File: src/rtl/bram_burst_reader_if.sv
// Signal bundle for bram_burst_reader: BRAM port, start/status control and output stream.
// The master side is the reader; the slave side is the BRAM, controller and stream consumer.
interface bram_burst_reader_if #(
  parameter int ADDR_W = 32,
  parameter int CNT_W  = 16
);
  logic              clka;
  logic              rsta;
  logic              ena;
  logic [ADDR_W-1:0] addra;
  logic [31:0]       dina;
  logic [3:0]        wea;
  logic [31:0]       douta;

  logic              start;
  logic [ADDR_W-1:0] base_addr;
  logic [CNT_W-1:0]  word_count;
  logic              ready;
  logic              done;

  logic [31:0]       m_data;
  logic              m_valid;
  logic              m_ready;
  logic              m_last;

  modport master (
    output clka, rsta, ena, addra, dina, wea,
    input  douta,
    input  start, base_addr, word_count,
    output ready, done,
    output m_data, m_valid, m_last,
    input  m_ready
  );

  modport slave (
    input  clka, rsta, ena, addra, dina, wea,
    output douta,
    output start, base_addr, word_count,
    input  ready, done,
    input  m_data, m_valid, m_last,
    output m_ready
  );
endinterface

File: src/rtl/bram_burst_reader.sv
// Burst reader: on a start edge, reads word_count sequential 32-bit words from a BRAM port
// and streams them out through a small FIFO that absorbs read latency and backpressure.
module bram_burst_reader #(
  parameter int ADDR_W     = 32,
  parameter int CNT_W      = 16,
  parameter int FIFO_DEPTH = 4
) (
  input  logic                 clk,
  input  logic                 rst_n,
  bram_burst_reader_if.master  bus
);
  localparam int PW = (FIFO_DEPTH > 1) ? $clog2(FIFO_DEPTH) : 1;
  localparam int CW = $clog2(FIFO_DEPTH) + 1;

  typedef enum logic [1:0] {S_IDLE, S_READ, S_FINISH} state_t;

  state_t            state, state_nxt;
  logic              start_q;
  logic              start_edge;
  logic [ADDR_W-1:0] addr;
  logic [CNT_W-1:0]  words_rem;
  logic              inflight;
  logic              inflight_last;
  logic              issue;
  logic              push;
  logic              pop;
  logic              fifo_valid;
  logic              head_last;

  logic [31:0]       data_mem [FIFO_DEPTH];
  logic              last_mem [FIFO_DEPTH];
  logic [PW-1:0]     wr_ptr;
  logic [PW-1:0]     rd_ptr;
  logic [CW-1:0]     fifo_count;

  assign start_edge = bus.start & ~start_q;
  assign fifo_valid = (fifo_count != '0);
  assign head_last  = fifo_valid & last_mem[rd_ptr];
  assign push       = inflight;
  assign pop        = fifo_valid & bus.m_ready;

  // The read in flight already owns a FIFO slot, so it counts against the depth.
  assign issue = (state == S_READ) && (words_rem != '0) &&
                 ((fifo_count + CW'(inflight)) < CW'(FIFO_DEPTH));

  assign bus.clka    = clk;
  assign bus.rsta    = ~rst_n;
  assign bus.ena     = issue;
  assign bus.addra   = addr;
  assign bus.dina    = '0;
  assign bus.wea     = '0;
  assign bus.ready   = (state == S_IDLE);
  assign bus.done    = (state == S_FINISH);
  assign bus.m_valid = fifo_valid;
  assign bus.m_data  = data_mem[rd_ptr];
  assign bus.m_last  = head_last;

  always_comb begin
    state_nxt = state;
    unique case (state)
      S_IDLE: begin
        if (start_edge) begin
          state_nxt = (bus.word_count == '0) ? S_FINISH : S_READ;
        end
      end
      S_READ: begin
        if (pop && head_last) begin
          state_nxt = S_FINISH;
        end
      end
      S_FINISH: state_nxt = S_IDLE;
      default:  state_nxt = S_IDLE;
    endcase
  end

  always_ff @(posedge clk) begin
    if (!rst_n) begin
      state         <= S_IDLE;
      start_q       <= 1'b0;
      addr          <= '0;
      words_rem     <= '0;
      inflight      <= 1'b0;
      inflight_last <= 1'b0;
      wr_ptr        <= '0;
      rd_ptr        <= '0;
      fifo_count    <= '0;
    end else begin
      state         <= state_nxt;
      start_q       <= bus.start;
      inflight      <= issue;
      inflight_last <= issue && (words_rem == CNT_W'(1));

      if (state == S_IDLE && start_edge) begin
        addr      <= bus.base_addr & ~ADDR_W'(3);
        words_rem <= bus.word_count;
      end else if (issue) begin
        addr      <= addr + ADDR_W'(4);
        words_rem <= words_rem - CNT_W'(1);
      end

      if (push) wr_ptr <= wr_ptr + PW'(1);
      if (pop)  rd_ptr <= rd_ptr + PW'(1);

      unique case ({push, pop})
        2'b10:   fifo_count <= fifo_count + CW'(1);
        2'b01:   fifo_count <= fifo_count - CW'(1);
        default: fifo_count <= fifo_count;
      endcase
    end
  end

  always_ff @(posedge clk) begin
    if (push) begin
      data_mem[wr_ptr] <= bus.douta;
      last_mem[wr_ptr] <= inflight_last;
    end
  end
endmodule

File: src/flat_wrapper.sv
// flat-port wrapper written by rule: the top's interface ports become plain ports
module bram_burst_reader_flat 
#(
  parameter int ADDR_W     = 32,
  parameter int CNT_W      = 16,
  parameter int FIFO_DEPTH = 4
)
  (clk, rst_n, bus_clka, bus_rsta, bus_ena, bus_addra, bus_dina, bus_wea, bus_douta, bus_start, bus_base_addr, bus_word_count, bus_ready, bus_done, bus_m_data, bus_m_valid, bus_m_last, bus_m_ready);
  bram_burst_reader_if #(.ADDR_W(ADDR_W), .CNT_W(CNT_W)) bus_i ();
  input  logic clk;
  input  logic rst_n;
  output wire logic [$bits(bus_i.clka)-1:0] bus_clka;
  output wire logic [$bits(bus_i.rsta)-1:0] bus_rsta;
  output wire logic [$bits(bus_i.ena)-1:0] bus_ena;
  output wire logic [$bits(bus_i.addra)-1:0] bus_addra;
  output wire logic [$bits(bus_i.dina)-1:0] bus_dina;
  output wire logic [$bits(bus_i.wea)-1:0] bus_wea;
  input wire logic [$bits(bus_i.douta)-1:0] bus_douta;
  input wire logic [$bits(bus_i.start)-1:0] bus_start;
  input wire logic [$bits(bus_i.base_addr)-1:0] bus_base_addr;
  input wire logic [$bits(bus_i.word_count)-1:0] bus_word_count;
  output wire logic [$bits(bus_i.ready)-1:0] bus_ready;
  output wire logic [$bits(bus_i.done)-1:0] bus_done;
  output wire logic [$bits(bus_i.m_data)-1:0] bus_m_data;
  output wire logic [$bits(bus_i.m_valid)-1:0] bus_m_valid;
  output wire logic [$bits(bus_i.m_last)-1:0] bus_m_last;
  input wire logic [$bits(bus_i.m_ready)-1:0] bus_m_ready;
  assign bus_clka = bus_i.clka;
  assign bus_rsta = bus_i.rsta;
  assign bus_ena = bus_i.ena;
  assign bus_addra = bus_i.addra;
  assign bus_dina = bus_i.dina;
  assign bus_wea = bus_i.wea;
  assign bus_i.douta = bus_douta;
  assign bus_i.start = bus_start;
  assign bus_i.base_addr = bus_base_addr;
  assign bus_i.word_count = bus_word_count;
  assign bus_ready = bus_i.ready;
  assign bus_done = bus_i.done;
  assign bus_m_data = bus_i.m_data;
  assign bus_m_valid = bus_i.m_valid;
  assign bus_m_last = bus_i.m_last;
  assign bus_i.m_ready = bus_m_ready;
  bram_burst_reader #(.ADDR_W(ADDR_W), .CNT_W(CNT_W), .FIFO_DEPTH(FIFO_DEPTH)) u_core (.clk(clk), .rst_n(rst_n), .bus(bus_i));
endmodule
File: config.mk
export PLATFORM = sky130hd
export DESIGN_NAME = bram_burst_reader_flat
export DESIGN_NICKNAME = d
export VERILOG_FILES = /design/src/rtl/bram_burst_reader_if.sv /design/src/rtl/bram_burst_reader.sv /design/src/flat_wrapper.sv
export SDC_FILE = /design/constraint.sdc
export NUM_CORES = 1
export LEC_CHECK = 0
export BUFFER_PORTS_ARGS = -buffer_cell sky130_fd_sc_hd__buf_2
export CAP_MARGIN = 20
export CORE_ASPECT_RATIO = 1.5
export CORE_UTILIZATION = 41
export DETAILED_ROUTE_END_ITERATION = 7
export MAX_ROUTING_LAYER = met4
export PLACE_DENSITY = 0.71
export SLEW_MARGIN = 25
export SYNTH_ARGS = -nofsm -noshare
export SYNTH_HDL_FRONTEND = slang
export SYNTH_SLANG_ARGS = --single-unit
File: constraint.sdc
create_clock -name clk -period 7.6 [get_ports clk]
set_clock_uncertainty 0.2 [all_clocks]
set_input_delay 0.76 -clock clk [delete_from_list [all_inputs] [get_ports clk]]
set_output_delay 0.76 -clock clk [all_outputs]
set_load 0.1 [all_outputs]
==> reports/summary.txt, run 1 <==
Cell Chain, Critical Path = clkbuf_16 > clkbuf_16 > buf_2
Die Ht = 178 µm
Via density = 5.40
Worst Setup Path Type = clock port to output pin
final WL = 18500 µm
layout cells sized above 1 = 0.307
unrepaired setup endpoints after global routing = no
first-pass GRT wire length = 29100 µm
maxcap violations = 0
n_diodes = 0
CP endpoint kind = output pin
# IOs = 191
footprint of the multi-input gates = 2950 µm²
post_cts resized = 0
#FFs+latches synth = 192
# rows = 64
most frequent CP cell = clkbuf_16
Hold WC Path Type = input pin to register
total gr overflow = 0
TNS Setup = 0 ns
Core ar. = 20300 µm²
Slew headroom = 0.378
worst-case hold slack = 0.226 ns
Post-CTS Setup Bufs = 0
Fill cells = 1830
global-route total usage across every layer = 0.184
DRC violations left = 0
sequential share of the synthesized area = 0.610
antenna violations before repair = 0
Placer Congestion = 0.828
Final Core Density = 0.489
final hold viol count = 0
Synth area leader = edfxtp_1
DRT Pass-1 Iters = 7
EDFF count, synth = 132
Pleak = 0.00355 µW
top-count cell post-synth = edfxtp_1
VDD IR-drop max = 150 µV
largest net degree at the start of global routing = 49
Worst EP required = 6.64 ns
total power = 3280 µW
post-route antenna net violation count = 0
DR WL/cell = 17.5 µm
initial drt markers = 385
crit path max fanout = 2
IO Port Bufs = 150
final setup vio count = 0
CTS tree = done
Post-CTS Hold Buffers = 0
Mapped Area = 8470 µm²
Die W = 119 µm
HPWL after detailed placement = 12200 µm
post-synthesis cell type count = 66
Most used DFF post-synth = edfxtp_1
Mean Syn Cell Area = 13.3 µm²
startpoint types = clock port
asr flop ratio synth = 0
measured slew at the worst slew-check pin = 0.932 ns
status = complete, no violations
vias = 5711
Pins Over Slew Limit = 0
Synth Warn # = 0
flip-flop and latch area = 5170 µm²
WP data arrival = 4.32 ns
Slowest cell on crit path = buf_2
Syn Inst Count = 636
Skew-Pair Late Insertion Delay = 0.55 ns
slowest stage delay, CP = 0.28 ns
Buf/Inv on CP = 3
largest delay contributor family on the critical path = buffers and inverters
Nets = 874
main area contributors after synthesis = edfxtp_1 47%, dfxtp_1 14%, mux4_2 8.8%
vias in the first global route = 5663
Clk pin slew, worst setup/hold paths = 0.07 ns
Die ar. = 21300 µm²
most frequent cells after synthesis = 132 x edfxtp_1, 60 x dfxtp_1, 46 x nand2_1
Layout area overhead = 17.5%
top cell type's share of synthesized area = 0.468
Pwr per Cell Area = 330 nW/µm²
initial core utilization = 0.417
-- per-layer routing --
layer / vias to the layer above / track usage / wire, µm
met5: - / - / 0
met4: 0 / 0.0714 / 340
met3: 26 / 0.0355 / 1040
met2: 211 / 0.320 / 9720
met1: 2789 / 0.209 / 7380
li1: 2685 / - / -
-- sequential cells by signal, indices dropped and copies added, names as in the netlist, named ones only --
register and count:
u_core.fifo_count 3, u_core.last_mem 4, u_core.bus.addra 30, u_core.wr_ptr 2, u_core.words_rem 16, u_core.rd_ptr 2, u_core.state 2, u_core.inflight_last 1
u_core.start_q 1, u_core.inflight 1, u_core.data_mem 128
-- cell usage in the layout (no fill, tap or decap), types with 5 or more instances in the layout --
| master | instances |
|---|---|
| ha_1 | 8 |
| a31oi_1 | 23 |
| and2_1 | 7 |
| buf_2 | 150 |
| nor4_1 | 7 |
| o31ai_1 | 6 |
| a21oi_1 | 22 |
| edfxtp_1 | 132 |
| nand3_1 | 17 |
| xnor2_1 | 5 |
| o31a_1 | 6 |
| o211ai_1 | 11 |
| nor3_1 | 6 |
| nand2_1 | 46 |
| clkbuf_16 | 20 |
| inv_8 | 5 |
| nor2_1 | 33 |
| and4_1 | 5 |
| nand4_1 | 5 |
| mux4_2 | 33 |
| or3_1 | 13 |
| o21a_1 | 8 |
| a211oi_1 | 7 |
| inv_1 | 16 |
| dfxtp_1 | 59 |
| and3_1 | 6 |
| or4_1 | 6 |
| o21ai_0 | 18 |
| conb_1 | 38 |
-- logic make-up (layout without fill, tap and decap cells) --
family,Yosys count,after routing,synth area share
simple gates,173,173,0.109
other cells,1,38,0.000443
flops,192,192,0.610
xor+xnor,9,9,0.00930
mux,35,35,0.0901
fa+ha+maj,9,9,0.0142
buf+inv,86,207,0.0611
compound gates,131,131,0.106
-- stage by stage --
stage | setup WS (ns) | instance area [µm²] | cells
6_report | 2.32 | 9960 | 1058
4_1_cts | 2.31 | 9950 | 1058
5_1_grt | 2.30 | 9960 | 1058
3_5_place_dp | 2.57 | 9290 | 1023
3_3_place_gp | 2.57 | 9290 | 1023
2_1_floorplan | 2.63 | 8610 | 673
-- area by class of cell --
type / instances / share of cell area
flip-flops and latches: 192 / 0.519
repair buffers: 153 / 0.0779
well taps: 264 / 0.0332
clock buffers: 22 / 0.0511
clock inverters: 14 / 0.0158
inverters: 18 / 0.00704
multi-input cells: 395 / 0.296
-- power by group --
group	leakage [µW]	internal, µW	total [µW]	switching [µW]
registers	0.00169	1170	1210	44.6
clock network	0.000328	513	994	481
logic	0.00154	231	1070	842
-- worst paths after layout --
kind                                      startpoint                    end  slack, ns  cells past startpoint
worst max-delay path                             clk               bus_clka       2.32                      3
worst max register to register   u_core.words_rem[1]    u_core.words_rem[3]       4.61                      7
worst min-delay path                    bus_douta[7]  u_core.data_mem[0][7]       0.23                      1
worst min register to register  u_core.inflight_last     u_core.last_mem[0]       0.30                      0
Power figures use the tool's default switching activity.
==> inputs of run 2 (changes only) <==
ABC_AREA = 1   (was default)
clock period = 4.99 ns   (was 7.6 ns; I/O delays follow)
==> reports/summary.txt, run 2 <==
status = complete, no violations
largest delay contributor family on the critical path = buffers and inverters
startpoint types = clock port
worst hold stages = 3 (+2)
top cell type's share of synthesized area = 0.430 (-0.0379)
Layout area overhead = 19.0%
post-synthesis cell type count = 41 (-38%)
Slowest cell on crit path = buf_2
worst-case hold slack = 0.0295 ns (-0.197 ns)
CP endpoint kind = output pin
EDFF count, synth = 132 (unchanged)
vias in the first global route = 7260 (+28%)
Core ar. = 21900 µm² (+7.6%)
DR top layer = met4
post-route insts no fill = 1480 (+40%)
reg2reg path depth = 10 (+3)
measured slew at the worst slew-check pin = 0.859 ns (-0.0734 ns)
wire length on met2 = 12200 µm (+25%)
global-route total usage across every layer = 0.206 (+0.0218)
WP data arrival = 3.02 ns (-1.30 ns)
final WL = 22800 µm (+23%)
Slew headroom = 0.426 (+0.0481)
Worst EP required = 4.29 ns (-2.35 ns)
Pwr per Cell Area = 531 nW/µm² (+61%)
maxcap violations = 0 (unchanged)
placed standard-cell area = 9970 µm² (+7.3%)
Synth Warn # = 0 (unchanged)
VDD IR-drop max = 274 µV (+83%)
unrepaired setup endpoints after global routing = no
Cell Chain, Critical Path = clkbuf_16 > clkbuf_16 > buf_2
HPWL after detailed placement = 14800 µm (+21%)
worst reg2reg endpoint = u_core.bus.addra[3]
Worst Setup Path Type = clock port to output pin
Most used DFF post-synth = edfxtp_1
most frequent CP cell = clkbuf_16
Skew-Pair Late Insertion Delay = 0.55 ns (about the same)
Final min period = 3.72 ns
crit path max fanout = 2 (unchanged)
Worst Hold Launch = bus_base_addr[12]
# IOs = 191 (unchanged)
flop-to-flop setup slack = 2.16 ns (-2.45 ns)
DRC violations left = 0 (unchanged)
Pins Over Slew Limit = 0 (unchanged)
Mapped Area = 9220 µm² (+8.8%)
antenna violations before repair = 0 (unchanged)
post-route antenna net violation count = 0 (unchanged)
Nets = 1288 (+47%)
CP Depth = 3 (unchanged)
TNS Setup = 0 ns (unchanged)
main area contributors after synthesis = edfxtp_1 43%, dfxtp_1 13%, nand2_1 8.5%
initial core utilization = 0.421 (+0.00474)
Fill cells = 1978 (+8.1%)
sequential share of the synthesized area = 0.560 (-0.0494)
register bank with the most flops = u_core.data_mem
Synth area leader = edfxtp_1
layout cells sized above 1 = 0.183 (-0.124)
Post-CTS Setup Bufs = 0 (unchanged)
initial drt markers = 465 (+21%)
Mean Syn Cell Area = 8.97 µm² (-33%)
Tcrit/Tclk final = 0.745
vias = 7445 (+30%)
largest net degree at the start of global routing = 67 (+37%)
most common cell after layout, fill and taps aside = nand2_1
pre-CTS setup slack = 1.53 ns (-1.04 ns)
final worst slack = 1.27 ns (-1.04 ns)
final setup vio count = 0 (unchanged)
Buf/Inv on CP = 3 (unchanged)
DRT Pass-1 Iters = 4 (-3)
final hold viol count = 0 (unchanged)
met3 wire length = 1080 µm (+3.9%)
Placed Cells = 1411 (+38%)
Syn Inst Count = 1028 (+62%)
design area = 11000 µm² (+10%)
most frequent cells in the layout = 207 x nand2_1, 179 x nor2_1, 150 x buf_2
asr flop ratio synth = 0 (unchanged)
DR WL/cell = 15.4 µm (-12%)
n_diodes = 0 (unchanged)
Hold WC Path Type = input pin to register
Via density = 5.03 (-6.8%)
most frequent cells after synthesis = 208 x nand2_1, 179 x nor2_1, 132 x edfxtp_1
max reg flops = 128 (unchanged)
CTS tree = done
M1 WL = 9060 µm (+23%)
Die ar. = 23100 µm² (+8.7%)
total gr overflow = 0 (unchanged)
Die W = 124 µm (+4.2%)
WHS Endpoint = u_core.bus.addra[12]
Die Ht = 186 µm (+4.3%)
#FFs+latches synth = 192 (unchanged)
Placer Congestion = 0.902 (+9.0%)
slowest stage delay, CP = 0.28 ns (about the same)
Clk pin slew, worst setup/hold paths = 0.07 ns (about the same)
IO Port Bufs = 150 (unchanged)
first-pass GRT wire length = 35900 µm (+23%)
top-count cell post-synth = nand2_1
# rows = 66 (+3.1%)
Pleak = 0.00439 µW (+24%)
FF-to-FF Start = u_core.words_rem[0]
fmax = 270 MHz
## run 2: worst max-delay path by stage
stage / startpoint / endpoint / slack [ns]
final: clk / bus_clka / 1.27
after global routing: u_core.words_rem[0] / bus_ena / 1.12
after CTS: u_core.words_rem[0] / bus_ena / 1.26
after detailed placement: clk / bus_clka / 1.53
after global placement: clk / bus_clka / 1.53
after floorplan: clk / bus_clka / 1.58
## run 2: routing by layer
metal | global-route usage | up-vias
met3 | 0.0466 | 28
met2 | 0.370 | 235
met5 | - | -
li1 | - | 3706
met1 | 0.220 | 3476
met4 | 0.0766 | 0
## run 2: worst min-delay path, stage by stage
cell and delay (ns):
buf_2 0.10, nand2_1 0.06, a31oi_1 0.07
## run 2: cell families (layout without fill, tap and decap cells)
group	Yosys count	in the layout	synth area share
and+or+nand+nor	483	483	0.220
DFF	192	192	0.560
AOI/OAI and AO/OA	174	174	0.102
buffers and inverters	149	292	0.0858
xor gates and xnor gates	20	20	0.0190
adders and majority gates	9	9	0.0130
other	1	38	0.000407
## run 2: area by class of cell
type,count,area [µm²],area share
clock inverter,15,160,0.0146
tap,272,340,0.0310
multi-input combinational,724,3410,0.311
sequential,192,5170,0.471
inverter,66,251,0.0229
clock buffer,21,505,0.0461
timing repair buffer,190,1140,0.104
## run 2: what timing repair did
item | CTS | global route
resized for setup | 0 | 0
hold buffers | 34 | 0
endpoints found under the hold margin | 130 | 0
## run 2: metrics by stage
stage,util,power (µW)
floorplan,-,4040
finish,0.501,5820
global route,0.501,6070
detailed placement,0.455,4390
CTS,0.501,5860
global placement,0.455,4360
## run 2: power by group
part | switching [µW] | internal [µW]
registers | 97.0 | 1800
logic | 1990 | 419
clock network | 736 | 778
==> inputs of run 3 (changes only) <==
ABC_AREA = 0   (was 1)
clock period = 3.5 ns   (was 4.99 ns; I/O delays follow)
==> reports/summary.txt, run 3 (synthesis gave the netlist of run 1 again) <==
# rows = 64 (-3.0%)
Layout area overhead = 27.5%
global-route total usage across every layer = 0.193 (-0.0130)
register bank with the most flops = u_core.data_mem
worst reg2reg endpoint = u_core.words_rem[3]
Die W = 119 µm (-4.1%)
DRT Pass-1 Iters = 5 (+1)
Pins Over Slew Limit = 0 (unchanged)
CTS tree = done
flop-to-flop setup slack = 0.46 ns (-1.70 ns)
final WL = 19700 µm (-14%)
Slew headroom = 0.398 (-0.0287)
final hold viol count = 0 (unchanged)
Hold WC Path Type = input pin to register
maxcap violations = 0 (unchanged)
initial core utilization = 0.417 (-0.00474)
total power = 7240 µW (+24%)
first-pass GRT wire length = 30800 µm (-14%)
total gr overflow = 0 (unchanged)
largest net degree at the start of global routing = 49 (-27%)
measured slew at the worst slew-check pin = 0.903 ns (+0.0442 ns)
Die ar. = 21300 µm² (-8.0%)
initial drt markers = 331 (-29%)
WP data arrival = 2.87 ns (-0.15 ns)
startpoint types = register
DR WL/cell = 17.2 µm (+12%)
Pleak = 0.00391 µW (-11%)
Pwr per Cell Area = 670 nW/µm² (+26%)
Placer Congestion = 0.803 (-11%)
fmax = 293 MHz
n_diodes = 0 (unchanged)
IO Port Bufs = 150 (unchanged)
Worst Setup Path Type = register to output pin
reg2reg path depth = 8 (-2)
Slowest cell on crit path = or4_4
Nets = 958 (-26%)
placed standard-cell area = 9350 µm² (-6.2%)
Core ar. = 20300 µm² (-7.1%)
DRC violations left = 0 (unchanged)
Final min period = 3.42 ns
status = complete, no violations
# IOs = 191 (unchanged)
Die Ht = 178 µm (-4.1%)
Via density = 5.28 (+5.0%)
CP Depth = 7 (+4)
crit path max fanout = 25 (+23)
post-route antenna net violation count = 0 (unchanged)
vias in the first global route = 6174 (-15%)
CP endpoint kind = output pin
Clk pin slew, worst setup/hold paths = 0.07 ns (about the same)
design area = 10800 µm² (-1.5%)
most common cell after layout, fill and taps aside = buf_2
largest delay contributor family on the critical path = simple AND/OR/NAND/NOR gates
Fill cells = 1715 (-13%)
FF-to-FF Start = u_core.words_rem[1]
Skew-Pair Late Insertion Delay = 0.54 ns (about the same)
Buf/Inv on CP = 3 (unchanged)
crit path from = u_core.words_rem[1]
vias = 6032 (-19%)
final setup vio count = 0 (unchanged)
max reg flops = 128 (unchanged)
Tcrit/Tclk final = 0.976
Worst EP required = 2.95 ns (-1.34 ns)
HPWL after detailed placement = 12700 µm (-14%)
slowest stage delay, CP = 0.60 ns (+0.32 ns)
layout cells sized above 1 = 0.287 (+0.104)
Final Core Density = 0.531 (+0.0297)
Critical Path Sink = bus_ena
worst-case hold slack = 0.0177 ns (-0.0117 ns)
Cell Chain, Critical Path = inv_1 > ha_4 > or4b_1 > or4_4 > nand2_8 > inv_4 > buf_6
VDD IR-drop max = 331 µV (+21%)
most frequent cells in the layout = 149 x buf_2, 132 x edfxtp_1, 77 x dlygate4sd3_1
antenna violations before repair = 0 (unchanged)
-- run 3: cell count changes in the layout (fill, tap and decap cells not counted), sizes merged, moves of 33 or more --
cell / previous run / this run
nor2: 186 / 33
o21ai: 90 / 21
mux4: 0 / 33
dlygate4sd3: 34 / 77
inv: 73 / 26
nand3: 62 / 19
nand2: 214 / 47
-- run 3: stage by stage --
step / instances / TNS (ns) / setup slack, ns
after global placement: 1029 / 0 / 0.463
after global routing: 1142 / -0.0106 / -0.0106
final: 1142 / 0 / 0.0841
after detailed placement: 1029 / 0 / 0.442
after CTS: 1142 / 0 / 0.0175
after floorplan: 673 / 0 / 0.649
-- run 3: tightest hold or removal path, cell delays in order --
cell      delay (ns)
buf_2           0.08
a21boi_0        0.10
a21oi_1         0.12
nor2_1          0.05
-- run 3: how the worst min path moves through the flow --
stage / start / to / cells after the start
2_1_floorplan: u_core.inflight_last / u_core.last_mem[0] / 0
3_3_place_gp: u_core.bus.addra[14] / u_core.bus.addra[14] / 2
3_5_place_dp: u_core.bus.addra[14] / u_core.bus.addra[14] / 2
4_1_cts: bus_m_ready / u_core.state[0] / 4
5_1_grt: bus_m_ready / u_core.state[0] / 4
6_report: bus_m_ready / u_core.state[0] / 4
-- run 3: report_power, final --
group          total, µW  switching, µW  internal, µW
clock               2150           1030          1120
combinational       2440           1840           595
sequential          2650            114          2540
-- run 3: final cells by class --
type,instances,area (µm²),area share
Clock inverter,14,153,0.0141
Multi-Input combinational cell,395,2950,0.273
Clock buffer,22,509,0.0472
Timing Repair Buffer,237,1620,0.150
Tap cell,264,330,0.0306
Sequential cell,192,5170,0.478
Inverter,18,70.1,0.00649
-- run 3: timing repair --
item,in CTS,in global routing
setup buffers,1,0
endpoints found under the setup margin,1,1
pin swaps,1,0
gates cloned,0,0
endpoints found under the hold margin,173,0
hold buffers,77,0
gates resized for setup,2,3
-- run 3: layer usage --
metal	up-vias	global-route usage	wire, µm
li1	2851	-	-
met4	0	0.0740	329
met1	2916	0.203	7650
met3	28	0.0358	954
met2	237	0.355	10700
met5	-	-	0
